===== config.mk =====
export PLATFORM = sky130hd
export DESIGN_NAME = btle_pdu_bit_serializer
export DESIGN_NICKNAME = d
export VERILOG_FILES = /design/src/rtl/btle_tx_defs.sv /design/src/rtl/btle_pdu_bit_serializer.sv
export SDC_FILE = /design/constraint.sdc
export NUM_CORES = 1
export LEC_CHECK = 0
export BUFFER_PORTS_ARGS = -buffer_cell sky130_fd_sc_hd__buf_2
export CAP_MARGIN = 20
export CORE_UTILIZATION = 51
export DETAILED_ROUTE_END_ITERATION = 6
export PLACE_DENSITY_LB_ADDON = 0.1
export SLEW_MARGIN = 10
export SYNTH_ARGS = -nofsm -noshare
export SYNTH_HDL_FRONTEND = slang
export SYNTH_SLANG_ARGS = --single-unit

===== constraint.sdc =====
create_clock -name clk -period 2.75 [get_ports clk]
set_clock_uncertainty 0.1 [all_clocks]
set_input_delay 0.275 -clock clk [delete_from_list [all_inputs] [get_ports clk]]
set_output_delay 0.275 -clock clk [all_outputs]
set_load 0.02 [all_outputs]

===== src/rtl/btle_tx_defs.sv =====
// Shared BLE TX-chain definitions: default widths, air-bit pacing and the
// serializer FSM encoding.
package btle_tx_defs;

  localparam int unsigned BTLE_CRC_STATE_BIT_WIDTH = 24;
  localparam int unsigned BTLE_BIT_PERIOD_CLK      = 16;
  localparam int unsigned BTLE_MAX_PDU_BYTE        = 257;

  typedef enum logic [1:0] {
    StIdle = 2'd0,
    StLoad = 2'd1,
    StRun  = 2'd2
  } ser_state_e;

endpackage


===== src/rtl/btle_pdu_bit_serializer.sv =====
// PDU bit serializer feeding crc24: accepts header+payload bytes over a
// valid/ready stream and emits them LSB-first, one bit per BIT_PERIOD_CLK
// clocks, with a CRC init load strobe before the first bit and a last-bit flag.
module btle_pdu_bit_serializer
  import btle_tx_defs::*;
#(
  parameter int unsigned CRC_STATE_BIT_WIDTH = BTLE_CRC_STATE_BIT_WIDTH,
  parameter int unsigned BIT_PERIOD_CLK      = BTLE_BIT_PERIOD_CLK,
  parameter int unsigned LEN_BIT_WIDTH       = 9
) (
  input  logic                           clk,
  input  logic                           rst,
  input  logic                           start,
  input  logic [LEN_BIT_WIDTH-1:0]       pdu_len_byte,
  input  logic [CRC_STATE_BIT_WIDTH-1:0] crc_state_init_bit_in,
  input  logic [7:0]                     byte_in,
  input  logic                           byte_in_valid,
  output logic                           byte_in_ready,
  output logic [CRC_STATE_BIT_WIDTH-1:0] crc_state_init_bit,
  output logic                           crc_state_init_bit_load,
  output logic                           info_bit,
  output logic                           info_bit_valid,
  output logic                           info_bit_valid_last,
  output logic                           busy,
  output logic                           err_underrun
);

  localparam int unsigned CntW    = (BIT_PERIOD_CLK > 2) ? $clog2(BIT_PERIOD_CLK) : 1;
  localparam int unsigned BitCntW = LEN_BIT_WIDTH + 3;
  localparam logic [CntW-1:0] CntMax = CntW'(BIT_PERIOD_CLK - 1);

  ser_state_e                     state_q, state_d;
  logic [LEN_BIT_WIDTH-1:0]       len_q, len_d;
  logic [LEN_BIT_WIDTH-1:0]       acc_q, acc_d;
  logic [7:0]                     hold_q, hold_d;
  logic                           hold_full_q, hold_full_d;
  logic [7:0]                     shift_q, shift_d;
  logic [2:0]                     bit_in_byte_q, bit_in_byte_d;
  logic [BitCntW-1:0]             bit_cnt_q, bit_cnt_d;
  logic [CntW-1:0]                cnt_q, cnt_d;
  logic [CRC_STATE_BIT_WIDTH-1:0] init_q, init_d;
  logic                           load_q, load_d;
  logic                           info_bit_q, info_bit_d;
  logic                           valid_q, valid_d;
  logic                           last_q, last_d;
  logic                           busy_q, busy_d;
  logic                           err_q, err_d;
  logic                           ready_q, ready_d;

  logic               accept;
  logic               emit;
  logic [BitCntW-1:0] last_idx;

  // ready_q already implies an empty holding register, so accept never
  // collides with the consume at a byte boundary.
  assign accept   = byte_in_valid && ready_q;
  assign last_idx = {len_q, 3'b000} - BitCntW'(1);

  // Next-state logic for FSM, pacing, byte intake and all registered outputs.
  always_comb begin
    state_d       = state_q;
    len_d         = len_q;
    acc_d         = acc_q;
    hold_d        = hold_q;
    hold_full_d   = hold_full_q;
    shift_d       = shift_q;
    bit_in_byte_d = bit_in_byte_q;
    bit_cnt_d     = bit_cnt_q;
    cnt_d         = cnt_q;
    init_d        = init_q;
    load_d        = 1'b0;
    info_bit_d    = info_bit_q;
    valid_d       = 1'b0;
    last_d        = 1'b0;
    busy_d        = busy_q;
    err_d         = err_q;
    emit          = 1'b0;

    unique case (state_q)
      StIdle: begin
        busy_d = 1'b0;
        if (start && (pdu_len_byte != '0)) begin
          state_d       = StLoad;
          len_d         = pdu_len_byte;
          init_d        = crc_state_init_bit_in;
          err_d         = 1'b0;
          load_d        = 1'b1;
          busy_d        = 1'b1;
          cnt_d         = '0;
          acc_d         = '0;
          hold_full_d   = 1'b0;
          bit_in_byte_d = '0;
          bit_cnt_d     = '0;
        end
      end

      StLoad: begin
        cnt_d   = (cnt_q == CntMax) ? '0 : cnt_q + CntW'(1);
        state_d = StRun;
      end

      StRun: begin
        // Last bit or underrun was flagged last cycle: wind down to idle.
        if (last_q || err_q) begin
          state_d = StIdle;
          busy_d  = 1'b0;
        end else begin
          cnt_d = (cnt_q == CntMax) ? '0 : cnt_q + CntW'(1);
          // Decide one cycle early so the registered strobe lands on the slot.
          if (cnt_d == CntMax) begin
            if (bit_in_byte_q == 3'd0) begin
              if (hold_full_q) begin
                info_bit_d  = hold_q[0];
                shift_d     = {1'b0, hold_q[7:1]};
                hold_full_d = 1'b0;
                emit        = 1'b1;
              end else begin
                err_d = 1'b1;
              end
            end else begin
              info_bit_d = shift_q[0];
              shift_d    = {1'b0, shift_q[7:1]};
              emit       = 1'b1;
            end
          end
        end
      end

      default: begin
        state_d = StIdle;
        busy_d  = 1'b0;
      end
    endcase

    if (emit) begin
      valid_d       = 1'b1;
      last_d        = (bit_cnt_q == last_idx);
      bit_in_byte_d = bit_in_byte_q + 3'd1;
      bit_cnt_d     = bit_cnt_q + BitCntW'(1);
    end

    if (accept && (state_q != StIdle)) begin
      hold_d      = byte_in;
      hold_full_d = 1'b1;
      acc_d       = acc_q + LEN_BIT_WIDTH'(1);
    end

    ready_d = busy_d && !hold_full_d && (acc_d < len_d);
  end

  // State and output registers; reset aborts any packet in flight.
  always_ff @(posedge clk or posedge rst) begin
    if (rst) begin
      state_q       <= StIdle;
      len_q         <= '0;
      acc_q         <= '0;
      hold_q        <= '0;
      hold_full_q   <= 1'b0;
      shift_q       <= '0;
      bit_in_byte_q <= '0;
      bit_cnt_q     <= '0;
      cnt_q         <= '0;
      init_q        <= '0;
      load_q        <= 1'b0;
      info_bit_q    <= 1'b0;
      valid_q       <= 1'b0;
      last_q        <= 1'b0;
      busy_q        <= 1'b0;
      err_q         <= 1'b0;
      ready_q       <= 1'b0;
    end else begin
      state_q       <= state_d;
      len_q         <= len_d;
      acc_q         <= acc_d;
      hold_q        <= hold_d;
      hold_full_q   <= hold_full_d;
      shift_q       <= shift_d;
      bit_in_byte_q <= bit_in_byte_d;
      bit_cnt_q     <= bit_cnt_d;
      cnt_q         <= cnt_d;
      init_q        <= init_d;
      load_q        <= load_d;
      info_bit_q    <= info_bit_d;
      valid_q       <= valid_d;
      last_q        <= last_d;
      busy_q        <= busy_d;
      err_q         <= err_d;
      ready_q       <= ready_d;
    end
  end

  assign byte_in_ready           = ready_q;
  assign crc_state_init_bit      = init_q;
  assign crc_state_init_bit_load = load_q;
  assign info_bit                = info_bit_q;
  assign info_bit_valid          = valid_q;
  assign info_bit_valid_last     = last_q;
  assign busy                    = busy_q;
  assign err_underrun            = err_q;

endmodule


Yosys cells after proc, flatten, opt, wreduce, memory -nomap -nowiden --
Cells that the tools add are included.
Word-level totals: word-level logic and storage cells 102, bits of input ports 45, bits in registers 87, latch bits 0, memory bits (writable) 0, ROM bits 0, memories 0, output and inout port bits 31
Operators by class: add/subtract/negate cells 5, divide/modulo/power cells 0, order comparisons 1, reductions and logical operators 21, multipliers 0, equal/unequal tests 12, bitwise operators 1, shift operators 0, muxes and demuxes 45
Operators with widths (count):
- 9-bit two-way mux | 5
- 12-bit two-way mux | 3
- 1-bit two-way mux | 22
- 8-bit two-way mux | 2
- 2-bit != test (second input constant) | 7
- 12-bit by 1-bit adder with 12-bit output (second input constant) | 1
- 12-bit equality test | 1
- 4-bit two-way mux | 3
- 4-bit one-hot mux with 3 select lines | 1
- 12-bit by 1-bit subtractor with 12-bit output (second input constant) | 1
- 9-bit by 1-bit adder with 9-bit output (second input constant) | 1
- 9-bit < comparator | 1
- 3-bit two-way mux | 3
- 9-bit nonzero test | 1
- 4-bit equality test (second input constant) | 2
- 2-bit nonzero test | 4
- 2-bit one-hot mux with 3 select lines | 1
- 2-bit AND reduction | 3
- 6-bit AND reduction | 1
- 1-bit logical AND | 5
- 4-bit by 1-bit adder with 4-bit output (second input constant) | 1
- 2-bit two-way mux | 2
- 1-bit one-hot mux with 2 select lines | 2
- 4-bit AND reduction | 1
- 11 further kinds | 11

Depth between registers and ports, before layout --
Gate-level depths: netlist of run 1.
depth in word-level cells 10, depth in mapped cells 14, gate-level depth less buffers 12

Least setup slack after synthesis of run 1 --
Ideal clock, no wire load.
kind input port to flip-flop, start input port pdu_len_byte[4], end register ready_q, in the netlist byte_in_ready, stages 11, path buffers 2, setup slack -0.355 ns, setup time 0.100 ns, required time 2.550 ns, data arrival time 2.905 ns, cell sequence or4_4 > o41ai_4 > or2_1 > buf_4 > buf_4 > mux2i_1 > ha_1 > a21o_1 > a21o_1 > a221oi_1 > nor4bb_1
On the way: longest elaborated chain between the ends 8, elaborated cells between the ends (all ways) 16, those cells by class order compare (1); mux (10); reduce/logical (5)
RTL lines:
- start: declaration | line btle_pdu_bit_serializer.sv:14 | input logic [LEN_BIT_WIDTH-1:0] pdu_len_byte,
- branches (longest 7 deep; another with 9-bit < comparator)
- 1-bit logical AND * | line btle_pdu_bit_serializer.sv:148 | ready_d = busy_d && !hold_full_d && (acc_d < len_d);
- named net ready_d | line btle_pdu_bit_serializer.sv:48 | logic ready_q, ready_d;
- end signal: assignment | line btle_pdu_bit_serializer.sv:188 | ready_q <= ready_d;
- end: declaration | line btle_pdu_bit_serializer.sv:48
Mark *: on every way through the listed nets, which the timed path passes. A chain may end at the register's enable or synchronous reset.

Worst setup path in the final report of run 1 --
start register state_q[1], end register ready_q, in the netlist byte_in_ready
On the way: elaborated cells between the ends (all ways) 15, those cells by class order compare (1); eq/ne (2); mux (6); reduce/logical (6)
RTL lines:
- start: declaration | line btle_pdu_bit_serializer.sv:32 | ser_state_e state_q, state_d;
- start signal: assignment | line btle_pdu_bit_serializer.sv:154 | state_q <= StIdle;
- start signal: assignment | line btle_pdu_bit_serializer.sv:172 | state_q <= state_d;
- 2-bit zero test or 2-bit nonzero test (tied branches) | line btle_pdu_bit_serializer.sv:79, btle_pdu_bit_serializer.sv:142
- 9-bit two-way mux or 1-bit logical AND (tied branches) | line btle_pdu_bit_serializer.sv:79, btle_pdu_bit_serializer.sv:142
- 9-bit two-way mux * | line btle_pdu_bit_serializer.sv:142 | if (accept && (state_q != StIdle)) begin
- named net acc_d[8] | line btle_pdu_bit_serializer.sv:34 | logic [LEN_BIT_WIDTH-1:0] acc_q, acc_d;
- 9-bit < comparator * | line btle_pdu_bit_serializer.sv:148
- 1-bit logical AND * | line btle_pdu_bit_serializer.sv:148
- named net ready_d | line btle_pdu_bit_serializer.sv:48
Mark *: on every way through the listed nets, which the timed path passes. The rest lies on a longest branch.

==> impl_metrics.json, run 1 <==
{
  "finalCritPeriodShare": 0.9846,
  "ctsLongestPathBuffers": 2,
  "via_per_inst": 5.489,
  "synth_top_area_share": 0.4903,
  "finalSetupViolations": 0,
  "hold_ws_ns": 0.009404,
  "critPathLaunch": "state_q[1]$_DFFE_PP0P_",
  "synth_edf_count": 0,
  "fmax_ghz": 0.3693,
  "min_period_ns": 2.708,
  "placed_area_um2": 5084,
  "pin_count": 76,
  "antenna_found_initial": 0,
  "gp_congestion": 0.8058,
  "route.detailed.drc": 0,
  "die_y_um": 94.77,
  "worst-r2r-cell-count": 11,
  "vdd_ir_drop_max_v": 0.0004799,
  "core_um2": 8258,
  "start_kind": "flip-flop",
  "dieArea_um2": 8981,
  "ys_top_cells_by_count": "nand2_1 (95), dfrtp_1 (86), inv_1 (22)",
  "cts_made_buffers": 9,
  "insertedDiodeCount": 0,
  "io_buffers": 75,
  "cts.clk_slew.worst_paths_ns": 0.09,
  "instances_no_fill": 675,
  "crit_arrival_ns": 2.87,
  "detail_route.wl_per_cell_um": 14.70,
  "end_kind": "flip-flop",
  "ctsHtreeMaxLevel": 3,
  "fp-row-count": 33,
  "ys.flop_type": "dfrtp_1",
  "grt_pass1_wl_um": 16190,
  "postSynthNetCount": 508,
  "synth_warnings": 0,
  "ys_types": 55,
  "grt_max_degree": 49,
  "synthTopCellsByArea": "dfrtp_1 (49%), nand2_1 (8.1%), ha_1 (5.7%)",
  "regToRegStartpoint": "state_q[1]$_DFFE_PP0P_",
  "tightest_slew_ns": 0.9017,
  "leakagePower_uw": 0.002872,
  "fin_ws_ns": 0.04232,
  "cp_data_required_time_ns": 2.91,
  "pre_cts_ws_ns": -0.4018,
  "async_flop_share": 1.000,
  "synth_most_common_cell": "nand2_1",
  "avgSynthCellArea_um2": 9.908,
  "max_cap_violations": 0,
  "hold_viol": 0,
  "path_cells": "inv_2 -> ha_4 -> and3b_2 -> and4_4 -> nand3_4 -> o211ai_1 -> o31ai_2 -> ha_1 -> and4_4 -> a221oi_2 -> nor4bb_1",
  "ant_nets": 0,
  "clock_latency_ns": 0.36,
  "critPathMaxStageDelay_ns": 0.37,
  "ys_seq_elements": 86,
  "relSlewSlack": 0.3989,
  "status": "complete, no violations",
  "hp-class": "input port to flip-flop",
  "rsz0062_at_grt": "true",
  "design_area_um2": 5565,
  "crit_fanout": 4,
  "critPathKind": "flip-flop to flip-flop",
  "grt_util_all_layers": 0.2332,
  "cts_sinks": 86,
  "timing.rr.end": "byte_in_ready$_DFF_PP0_",
  "grt_pass1_vias": 3510,
  "cpMaxStageDelayCell": "dfrtp_1",
  "p_per_area_nw_per_um2": 872.5,
  "area_delta_synth_final_pct": 26.80,
  "fin_setup_tns_ns": 0,
  "routed_wl_um": 9920,
  "yosysTopAreaCell": "dfrtp_1",
  "crit_family": "simple AND/OR/NAND/NOR gates",
  "layout.nets": 631,
  "die_w_um": 94.77,
  "crit_cells": 11,
  "synthCells": 443,
  "overflow": 0,
  "syn_area_um2": 4389,
  "cts-root-buf": "clkbuf_8",
  "crit_top_cell": "and4_4",
  "vias": 3705,
  "drtPass1Iterations": 4,
  "drtIter0Drc": 188,
  "ys_seq_area_frac": 0.4903,
  "dp_hpwl_um": 6791,
  "critical_path.endpoint": "byte_in_ready$_DFF_PP0_",
  "cts_tree": "yes",
  "slew_viol_final": 0,
  "path_buf_inv": 1,
  "r2r_slack_ns": 0.04,
  "dp_cells": 641,
  "start_util": 0.5315,
  "final_layout_size_suffix_gt1_frac": 0.2930
}
[kinds of logic after synthesis]
kind of cell,Yosys count,synth area share
flops,86,0.4903
xor+xnor,12,0.02395
fa+ha+maj,20,0.05701
simple gates,174,0.1861
compound gates,81,0.1303
buf+inv,41,0.04219
mux,29,0.07012
[state kept, by name (all words and copies together) (netlist names)]
signal / cells
info_bit: 1
byte_in_ready: 1
acc_q: 9
cnt_q: 4
bit_in_byte_q: 3
hold_full_q: 1
shift_q: 7
err_underrun: 1
len_q: 9
state_q: 2
crc_state_init_bit_load: 1
hold_q: 8
bit_cnt_q: 12
crc_state_init_bit: 24
busy: 1
info_bit_valid: 1
info_bit_valid_last: 1
[layout by cell type (no fill, tap or decap), types with 15 or more instances in the layout]
cell	synthesis	routed
a21oi_1	21	21
buf_2	5	76
buf_4	2	35
dfrtp_1	86	86
dlygate4sd3_1	0	15
ha_1	20	19
inv_1	22	19
nand2_1	95	95
nand3_1	16	15
o21ai_0	20	18
[what timing repair did]
action                                 in CTS  in global routing
cloned                                      0                  1
endpoints found under the hold margin      52                  0
pin swaps                                   5                  5
hold buffers                               15                  0
setup buffers                               0                  3
gates resized for setup                    13                 13
setup endpoints to repair                   1                  1
[power by group]
group          switching, uW  leakage, uW  internal [uW]
clock                    444    0.0000994            506
combinational           1140      0.00165            865
sequential               274      0.00112           1620
[how the worst min path moves through the flow]
stage	start	endpoint	slack [ns]	depth (start not counted)
after floorplan	crc_state_init_bit_in[0]	crc_state_init_bit[0]$_DFFE_PP0P_	0.28	2
after global placement	rst	crc_state_init_bit[5]$_DFFE_PP0P_	0.29	2
after detailed placement	rst	crc_state_init_bit[8]$_DFFE_PP0P_	0.30	2
after CTS	crc_state_init_bit_in[15]	crc_state_init_bit[15]$_DFFE_PP0P_	0.002	3
after global routing	crc_state_init_bit_in[8]	crc_state_init_bit[8]$_DFFE_PP0P_	0.004	3
final	crc_state_init_bit_in[6]	crc_state_init_bit[6]$_DFFE_PP0P_	0.009	3
[worst reg2reg max path: stages, from the launching register on]
cell      delay [ns]
dfrtp_1         0.37
inv_2           0.06
ha_4            0.17
and3b_2         0.25
and4_4          0.26
nand3_4         0.10
o211ai_1        0.21
o31ai_2         0.11
ha_1            0.33
and4_4          0.21
a221oi_2        0.23
nor4bb_1        0.23
[stage by stage]
step,utilization,total power (uW)
global placement,0.6156,3709
CTS,0.6645,4788
floorplan,-,3139
finish,0.6739,4856
detailed placement,0.6156,3774
global route,0.6739,5198
[final cells by class]
type | count | area, um^2
tap | 105 | 131.4
sequential | 86 | 2152
fill | 676 | 2693
clock inverter | 4 | 72.57
multi-input combinational | 316 | 2137
timing repair buffer | 130 | 850.8
inverter | 23 | 90.09
clock buffer | 11 | 131.4
[per-layer routing]
metal,global-route usage,vias to the layer above,wire length (um)
li1,-,1801,-
met1,0.3088,1822,4565
met2,0.3885,72,4857
met3,0.03221,10,376
met4,0.08712,0,121
met5,0,-,0
(Power assumes the default switching activity.)
==> inputs of run 2 (changes only) <==
Settings changed: CELL_PAD_IN_SITES_DETAIL_PLACEMENT set to 1, CELL_PAD_IN_SITES_GLOBAL_PLACEMENT set to 2, CORE_UTILIZATION 51 to 32, GPL_TIMING_DRIVEN set to 0.
==> impl_metrics.json, run 2 (same netlist as run 1, synthesis figures left out) <==
{
  "violations": "negative setup slack",
  "routed_wl_um": 11790,
  "rsz0062_at_grt": "true",
  "fin_setup_tns_ns": -0.1984,
  "drtPass1Iterations": 4,
  "final_util": 0.4203,
  "fin_ws_ns": -0.1984,
  "cts_sinks": 86,
  "drtIter0Drc": 162,
  "grt_max_degree": 54,
  "status": "complete, but fails checks",
  "tightest_slew_ns": 0.8860,
  "cts.clk_slew.worst_paths_ns": 0.06,
  "route.detailed.drc": 0,
  "core_um2": 13300,
  "finalCritPeriodShare": 1.072,
  "start_kind": "flip-flop",
  "overflow": 0,
  "end_kind": "flip-flop",
  "gp_congestion": 0.7925,
  "dp_hpwl_um": 8409,
  "relSlewSlack": 0.4094,
  "cts_made_buffers": 9,
  "die_y_um": 119.1,
  "vdd_ir_drop_max_v": 0.0004076,
  "fmax_ghz": 0.3392,
  "ctsLongestPathBuffers": 2,
  "hold_viol": 0,
  "instances_no_fill": 722,
  "slew_viol_final": 0,
  "final_common_cell": "nand2_1",
  "layout.nets": 606,
  "largest_register_ffs": 24,
  "critPathKind": "flip-flop to flip-flop",
  "area_delta_synth_final_pct": 27.31,
  "crit_arrival_ns": 3.10,
  "min_period_ns": 2.948,
  "ant_nets": 0,
  "dp_cells": 695,
  "grt_pass1_vias": 3781,
  "io_buffers": 75,
  "insertedDiodeCount": 0,
  "finalSetupViolations": 1,
  "start_util": 0.3301,
  "die_w_um": 119.1,
  "pre_cts_ws_ns": -1.132,
  "ctsHtreeMaxLevel": 3,
  "grt_pass1_wl_um": 19630,
  "fp-row-count": 42,
  "cts_tree": "yes",
  "final_cell_mix": "nand2_1 (95), dfrtp_1 (86), buf_2 (79)",
  "cts-root-buf": "clkbuf_16",
  "clock_latency_ns": 0.35,
  "detail_route.wl_per_cell_um": 16.33,
  "via_per_inst": 4.999,
  "antenna_found_initial": 0,
  "pin_count": 76,
  "crit_fanout": 4,
  "grt_util_all_layers": 0.1792,
  "design_area_um2": 5588,
  "dieArea_um2": 14190,
  "leakagePower_uw": 0.002810,
  "hp-class": "input port to flip-flop",
  "max_cap_violations": 0,
  "p_per_area_nw_per_um2": 941.1,
  "cp_data_required_time_ns": 2.90,
  "final_layout_size_suffix_gt1_frac": 0.2875,
  "placed_area_um2": 5029,
  "vias": 3609
}
-- run 2: worst paths after layout --
check	startpoint	endpoint	slack, ns	cells past startpoint
worst max-delay path	state_q[1]$_DFFE_PP0P_	byte_in_ready$_DFF_PP0_	-0.20	11
worst min-delay path	crc_state_init_bit_in[9]	crc_state_init_bit[9]$_DFFE_PP0P_	0.02	3
worst max register to register	state_q[1]$_DFFE_PP0P_	byte_in_ready$_DFF_PP0_	-0.20	11
worst min register to register	crc_state_init_bit[3]$_DFFE_PP0P_	crc_state_init_bit[3]$_DFFE_PP0P_	0.37	2
max in group asynchronous	rst	cnt_q[0]$_DFFE_PP0P_	1.52	4
min in group asynchronous	rst	crc_state_init_bit[20]$_DFFE_PP0P_	0.39	3
-- run 2: cell type report --
class,instances,area (um^2)
inverter,23,91.34
multi-input combinational,316,2176
timing repair buffer,88,498.0
tap,176,220.2
sequential,86,2152
buffer,17,126.4
clock buffer,11,242.7
clock inverter,5,81.33
fill,1471,7707
-- run 2: routing by layer --
layer,track usage,routed length [um],vias up
li1,-,-,1746
met3,0.03113,334,13
met1,0.2376,5702,1802
met2,0.2852,5556,48
met4,0.07991,195,0
met5,0,0,-
-- run 2: worst max-delay path, cell delays in order, from the launching register on --
cell	delay (ns)
dfrtp_1	0.36
inv_2	0.07
ha_4	0.18
and3b_2	0.28
nand4_1	0.15
or2_4	0.29
o211ai_1	0.24
o31ai_2	0.13
ha_1	0.31
and4_4	0.18
a221oi_4	0.33
nor4bb_2	0.24
-- run 2: through the flow --
stage                     total power [uW]  hold slack (ns)
after floorplan                       3139           0.2804
after global placement                3677           0.3535
after detailed placement              3750           0.2352
after CTS                             5301         0.002024
after global routing                  5651          0.01159
final                                 5259          0.01609
-- run 2: repair_timing --
item | 4_1_cts | 5_1_grt
buffers inserted | 7 | 3
hold endpoints to repair | 34 | 0
endpoints found under the setup margin | 19 | 8
hold buffers | 2 | 0
resized for setup | 30 | 8
pin swaps | 10 | 5
-- run 2: power breakdown --
group,internal (uW),switching (uW)
registers,1620,263
clock network,823,539
logic,827,1180
